<file path="config.mk">
export PLATFORM = sky130hd
export DESIGN_NAME = shift_cmd_seq
export DESIGN_NICKNAME = d
export VERILOG_FILES = /design/src/rtl/shift_cmd_seq.sv
export SDC_FILE = /design/constraint.sdc
export NUM_CORES = 1
export LEC_CHECK = 0
export ABC_AREA = 1
export CAP_MARGIN = 0
export CORE_AREA = 5 5 53 55
export DETAILED_ROUTE_END_ITERATION = 6
export DIE_AREA = 0 0 58 60
export GPL_ROUTABILITY_DRIVEN = 1
export GPL_TIMING_DRIVEN = 0
export MAX_ROUTING_LAYER = met4
export PLACE_DENSITY_LB_ADDON = 0.08
export SLEW_MARGIN = 30
export SYNTH_ARGS = -nofsm -noshare
export SYNTH_HDL_FRONTEND = slang
export SYNTH_SLANG_ARGS = --single-unit
</file>
<file path="constraint.sdc">
create_clock -name clk -period 1.1 [get_ports clk]
set_input_delay 0.275 -clock clk [delete_from_list [all_inputs] [get_ports clk]]
set_output_delay 0.275 -clock clk [all_outputs]
set_load 0.03 [all_outputs]
</file>
<file path="src/rtl/shift_cmd_seq.sv">
// shift_cmd_seq: command sequencer driving a universal shift register; define ROTATE_EN to rotate instead of fill
module shift_cmd_seq #(
    parameter int WIDTH = 4,
    parameter int CNT_W = 4
) (
    input  logic             clk,
    input  logic             reset,
    input  logic             cmd_valid,
    output logic             cmd_ready,
    input  logic [1:0]       cmd_op,
    input  logic [WIDTH-1:0] cmd_data,
    input  logic [CNT_W-1:0] cmd_count,
    input  logic             cmd_fill,
    input  logic [WIDTH-1:0] A,
    output logic [1:0]       s,
    output logic [WIDTH-1:0] i,
    output logic             SR,
    output logic             SL,
    output logic             busy,
    output logic             done
);
    typedef enum logic [1:0] {IDLE, RUN, DONE} state_t;

    state_t             state_q, state_d;
    logic [CNT_W-1:0]   rem_q, rem_d;
    logic [1:0]         op_q, op_d, s_q, s_d;
    logic [WIDTH-1:0]   i_q, i_d;
    logic               fill_q, fill_d, sr_q, sr_d, sl_q, sl_d;
    logic               busy_q, ready_q, done_q, done_d;
    logic               sr_acc, sl_acc, sr_run, sl_run;

`ifdef ROTATE_EN
    // Serial bits are predicted from A as it will be after the shift in flight, so the register rotates
    logic unused_fill;
    assign unused_fill = fill_q;
    assign sr_acc = A[0];
    assign sl_acc = A[WIDTH-1];
    assign sr_run = A[1];
    assign sl_run = A[WIDTH-2];
`else
    logic unused_a;
    assign unused_a = ^A;
    assign sr_acc = cmd_fill;
    assign sl_acc = cmd_fill;
    assign sr_run = fill_q;
    assign sl_run = fill_q;
`endif

    // Next state and next registered outputs
    always_comb begin
        state_d = state_q;
        rem_d   = rem_q;
        op_d    = op_q;
        fill_d  = fill_q;
        s_d     = 2'b00;
        i_d     = i_q;
        sr_d    = 1'b0;
        sl_d    = 1'b0;
        done_d  = 1'b0;
        case (state_q)
            IDLE: if (cmd_valid) begin
                state_d = RUN;
                rem_d   = cmd_count;
                op_d    = cmd_op;
                fill_d  = cmd_fill;
                s_d     = (cmd_op == 2'b11 || cmd_count != '0) ? cmd_op : 2'b00;
                i_d     = (cmd_op == 2'b11) ? cmd_data : i_q;
                sr_d    = (cmd_op == 2'b01 && cmd_count != '0) ? sr_acc : 1'b0;
                sl_d    = (cmd_op == 2'b10 && cmd_count != '0) ? sl_acc : 1'b0;
            end
            RUN: begin
                rem_d = (rem_q == '0) ? '0 : rem_q - CNT_W'(1);
                if (op_q == 2'b11 || rem_q <= CNT_W'(1)) begin
                    state_d = DONE;
                    done_d  = 1'b1;
                end else begin
                    s_d  = op_q;
                    sr_d = (op_q == 2'b01) ? sr_run : 1'b0;
                    sl_d = (op_q == 2'b10) ? sl_run : 1'b0;
                end
            end
            default: state_d = IDLE;
        endcase
    end

    // State and output registers with asynchronous active-low reset
    always_ff @(posedge clk or negedge reset) begin
        if (!reset) begin
            state_q <= IDLE;
            rem_q   <= '0;
            op_q    <= 2'b00;
            fill_q  <= 1'b0;
            s_q     <= 2'b00;
            i_q     <= '0;
            sr_q    <= 1'b0;
            sl_q    <= 1'b0;
            busy_q  <= 1'b0;
            ready_q <= 1'b1;
            done_q  <= 1'b0;
        end else begin
            state_q <= state_d;
            rem_q   <= rem_d;
            op_q    <= op_d;
            fill_q  <= fill_d;
            s_q     <= s_d;
            i_q     <= i_d;
            sr_q    <= sr_d;
            sl_q    <= sl_d;
            busy_q  <= state_d != IDLE;
            ready_q <= state_d == IDLE;
            done_q  <= done_d;
        end
    end

    assign cmd_ready = ready_q;
    assign s         = s_q;
    assign i         = i_q;
    assign SR        = sr_q;
    assign SL        = sl_q;
    assign busy      = busy_q;
    assign done      = done_q;
endmodule

</file>
# After elaboration in Yosys (flattened, before gate mapping)
# Index checks and enable logic that the tools add are counted.
# totals
output_inout_bits	11
wordCells	56
ram_bits	0
romBits	0
mem_count	0
regBits	20
latch_bits	0
input_bits	18
# classes
n_lt_le_gt_ge	1
n_addsub	1
div	0
n_mul	0
eq_ne	8
bitwise_logic	0
shifts	0
n_mux	22
n_reduce_logical	13
# ops
operator	n
$mux 1	10
$mux 2	5
$eq 2x2->1 const B	4
$mux 4	2
$pmux 2 s2	2
$pmux 4 s2	1
$eq 2x1->1 const B	3
$le 4x1->1 const B	1
$logic_not 2->1	2
$logic_not 4->1	1
$pmux 1 s2	2
$reduce_and 2->1	2
$reduce_bool 2->1	2
$reduce_bool 4->1	1
$sub 4x1->4 const B	1
$reduce_and 3->1	1
$logic_and 1x1->1	2
$logic_or 1x1->1	2
$ne 2x2->1 const B	1

# Longest topological paths before layout
# logic_depth
ltp_word	5
mapped_depth	7
ltp_nobuf	7

# Least setup slack after synthesis
# OpenSTA, ideal clock, no wires.
# synth_timing
path_kind	register -> register
startpoint	register state_q[1]
endpoint	register i_q[0] (netlist: i[0])
path_stages_with_launch	7
path_buffers	0
setup_time_ps	118
setup_slack_ps	42
synth_period_minus_slack_ps	1058
required_ps	982
arrival_time_ps	941
path_cell_list	dfrtp_1 > inv_2 > nand3_4 > nor2_8 > nand2_2 > nand2_1 > nand2_1
# synth_via
elab_chain_cells	2
# synth_lines
element	line_no	rtl
start, declared	24	state_t state_q, state_d;
start signal, assigned	101	state_q <= state_d;
$logic_not 2->1	60	case (state_q)
$reduce_and 3->1 (no source line)	n/a	
end signal, assigned	106	i_q <= i_d;
end, declared	27	logic [WIDTH-1:0] i_q, i_d;
# Every way passes these cells.
# A chain may end at the register's enable or synchronous reset.

# Worst setup path in the final report
# layout_timing
startpoint	register ready_q (netlist: cmd_ready)
endpoint	output port cmd_ready
# layout_rtl
element	line_no	rtl
start, declared	29	logic busy_q, ready_q, done_q, done_d;
start signal, assigned	98	ready_q <= 1'b1;
start signal, assigned	110	ready_q <= state_d == IDLE;
end, declared	9	output logic cmd_ready,
# No word-level cell between the ends.

==> flow_metrics.tcl <==
set metrics [dict create \
    grt_pass1_vias 857 \
    overflow 0 \
    status "complete, but fails checks" \
    crit_arrival_ns 0.96 \
    synthFlopType "dfrtp_1" \
    endpoint_kind "output port" \
    drc 0 \
    rrSetupSlack_ns -0.05 \
    yosysSeqAreaShare_pct 52.5 \
    synthTopCellsByArea "dfrtp_1 (50%), nand2_1 (15%), nand3_1 (6.8%)" \
    power-per-cell-area_nw_per_um2 2910 \
    synth_fp_nets 133 \
    rr_startpoint "state_q[1]$_DFF_PN0_" \
    drt-initial-drc-count 14 \
    cts_buffer_depth 2 \
    yosysMostFrequentCell "nand2_1" \
    postSynthAreaPerCell_um2 8.31 \
    slowest_stage "dfstp_2" \
    wl_per_cell_um 12.3 \
    die_h_um 60 \
    path_class "reg -> out" \
    rows 18 \
    hpwl_um 1500 \
    irDropWorstVdd_uv 1680 \
    core_um2 2340 \
    synth_edf_count 0 \
    io_buffers 23 \
    dp_worst_setup_slack_ns -0.370 \
    cts_root_buf "clkbuf_4" \
    grt_max_degree 21 \
    path_delay_family "flip-flops" \
    antenna_cells 0 \
    grt_usage_pct 14.0 \
    grt_pass1_wl_um 3520 \
    fmax_ghz 0.807 \
    fillers 220 \
    rsz0062_at_grt "yes" \
    synth_warnings 0 \
    maxCapViolCount 0 \
    antenna_found_initial 0 \
    place.gp.congestion 0.795 \
    cp-start-kind "flip-flop" \
    finalClockSkew_ns 0.00186 \
    hold_path.class "in -> reg" \
    first_pass_iters 4 \
    die_area_um2 3480 \
    p_leak_nw 0.768 \
    htreeDepth 1 \
    rr_worst_depth 6 \
    die_x_um 58 \
    path_cells "buf_6" \
    finalCritPeriodShare_pct 113 \
    detail-route-antenna-nets 0 \
    setup_ws_ns -0.138 \
    yosys.area.top_type_share_pct 49.7 \
    multiInputGateArea_um2 505 \
    num-nets-final 176 \
    fin_tns_setup_ns -0.547 \
    area_growth_pct 57.5 \
    ys_async_sr_fraction_pct 100 \
    endpoint "cmd_ready" \
    ys_ff_latch 20 \
    cts_buffers 3 \
    reg2reg_to "i[2]$_DFFE_PN0P_" \
    setup_viol_count_final 16 \
    initial_core_util_pct 40.8 \
    vias 895 \
    cts_tree "built" \
    clkLatencyLatePin_ns 0.30 \
    worst_pin_slew_ns 0.445 \
    relSlewSlack_pct 70.3 \
    whs_ns 0.309 \
    path_buf_inv 1 \
    viasPerCell 4.79 \
    worstPathMaxFanout 1 \
    cp.required_ns 0.82 \
    synthTopCellsByCount "nand2_1 (38), dfrtp_1 (19), nand3_1 (13), inv_1 (10), nor2_1 (10)" \
    hold_viol 0 \
    syn_inst 115 \
    drive_gt1_share_pct 36.9 \
    synth_area_um2 956 \
    period_minus_slack_ns 1.24 \
    clk_pin_slew_ns 0.11 \
    violations "setup timing" \
    ys_types 22 \
    seq_area_um2 502 \
    yosysTopAreaCell "dfrtp_1" \
    critPathMaxStageDelay_ns 0.54 \
    cts.sinks 20 \
    crit_cells 1 \
    maxSlewViolCount 0 \
    wl_um 2300 \
    critPathLaunch "cmd_ready$_DFF_PN1_" \
    io_pins 29 \
]
[where the power goes]
group          switching (W)  total, W  internal [W]
combinational        0.00147   0.00264       0.00117
clock               0.000227  0.000429      0.000202
sequential          0.000251   0.00132       0.00107
[layer usage]
layer	GRT usage (%)	share of wire (%)	vias to the layer above
met1	16.0	42	419
met5	-	0	-
met4	6.95	2.0	0
met3	2.59	4.1	4
li1	-	-	450
met2	23.4	51	22
[worst min-delay path by stage]
stage / startpoint / end / slack (ns) / cells past startpoint
after floorplan: reset / SL$_DFF_PN0_ / -0.02 / 0
after global placement: i[3]$_DFFE_PN0P_ / i[3]$_DFFE_PN0P_ / 0.46 / 2
after detailed placement: i[3]$_DFFE_PN0P_ / i[3]$_DFFE_PN0P_ / 0.46 / 2
after CTS: cmd_op[0] / i[3]$_DFFE_PN0P_ / 0.30 / 3
after global routing: cmd_op[0] / i[1]$_DFFE_PN0P_ / 0.32 / 3
final: cmd_op[0] / i[0]$_DFFE_PN0P_ / 0.31 / 3
[state kept, by name (all words and copies together) (netlist names)]
signal	cells
state_q	2
s	2
SR	1
done	1
i	4
cmd_ready	1
busy	1
SL	1
rem_q	4
fill_q	1
op_q	2
[repair_timing]
item,CTS,global route
hold buffers,0,1
endpoints found under the setup margin,16,25
buffers inserted,9,5
gates resized for setup,79,31
gates cloned,0,1
pin swaps,2,10
hold endpoints to repair,0,19
[cell type report]
type,count,share of cell area (%)
inverter,14,3.66
tap,30,2.49
buffer,1,0.333
multi-input combinational,81,33.6
sequential,20,33.3
timing repair buffer,37,24.2
clock buffer,4,2.41
[cell usage in the layout, fill, tap and decap left out, types with 2 or more instances in the layout]
| master | n |
|---|---|
| nand3_1 | 12 |
| clkdlybuf4s50_1 | 10 |
| inv_1 | 10 |
| nand2_2 | 7 |
| nand2_1 | 30 |
| clkbuf_4 | 3 |
| buf_4 | 8 |
| nor2_1 | 7 |
| dfrtp_1 | 19 |
| o21ai_1 | 3 |
| inv_2 | 2 |
| nor2_4 | 5 |
| nand2_4 | 3 |
| buf_6 | 16 |
| buf_2 | 2 |
[metrics by stage]
| stage | power (W) | instance area (µm²) | instances | util, % |
|---|---|---|---|---|
| finish | 0.00439 | 1510 | 187 | 64.3 |
| global route | 0.00466 | 1510 | 187 | 64.3 |
| CTS | 0.00380 | 1350 | 181 | 57.4 |
| detailed placement | 0.00309 | 1220 | 168 | 52.2 |
| global placement | 0.00306 | 1220 | 168 | 52.2 |
| floorplan | 0.00249 | 956 | 115 | - |
[cell families after synthesis]
kind of cell	count (synthesis)	share of synthesized area (%)
buffers and inverters	15	6.02
flip-flops	20	52.5
AO/OA/AOI/OAI	10	6.41
AND/OR/NAND/NOR	70	35.1
No activity file was read; power rests on OpenSTA's default activity.
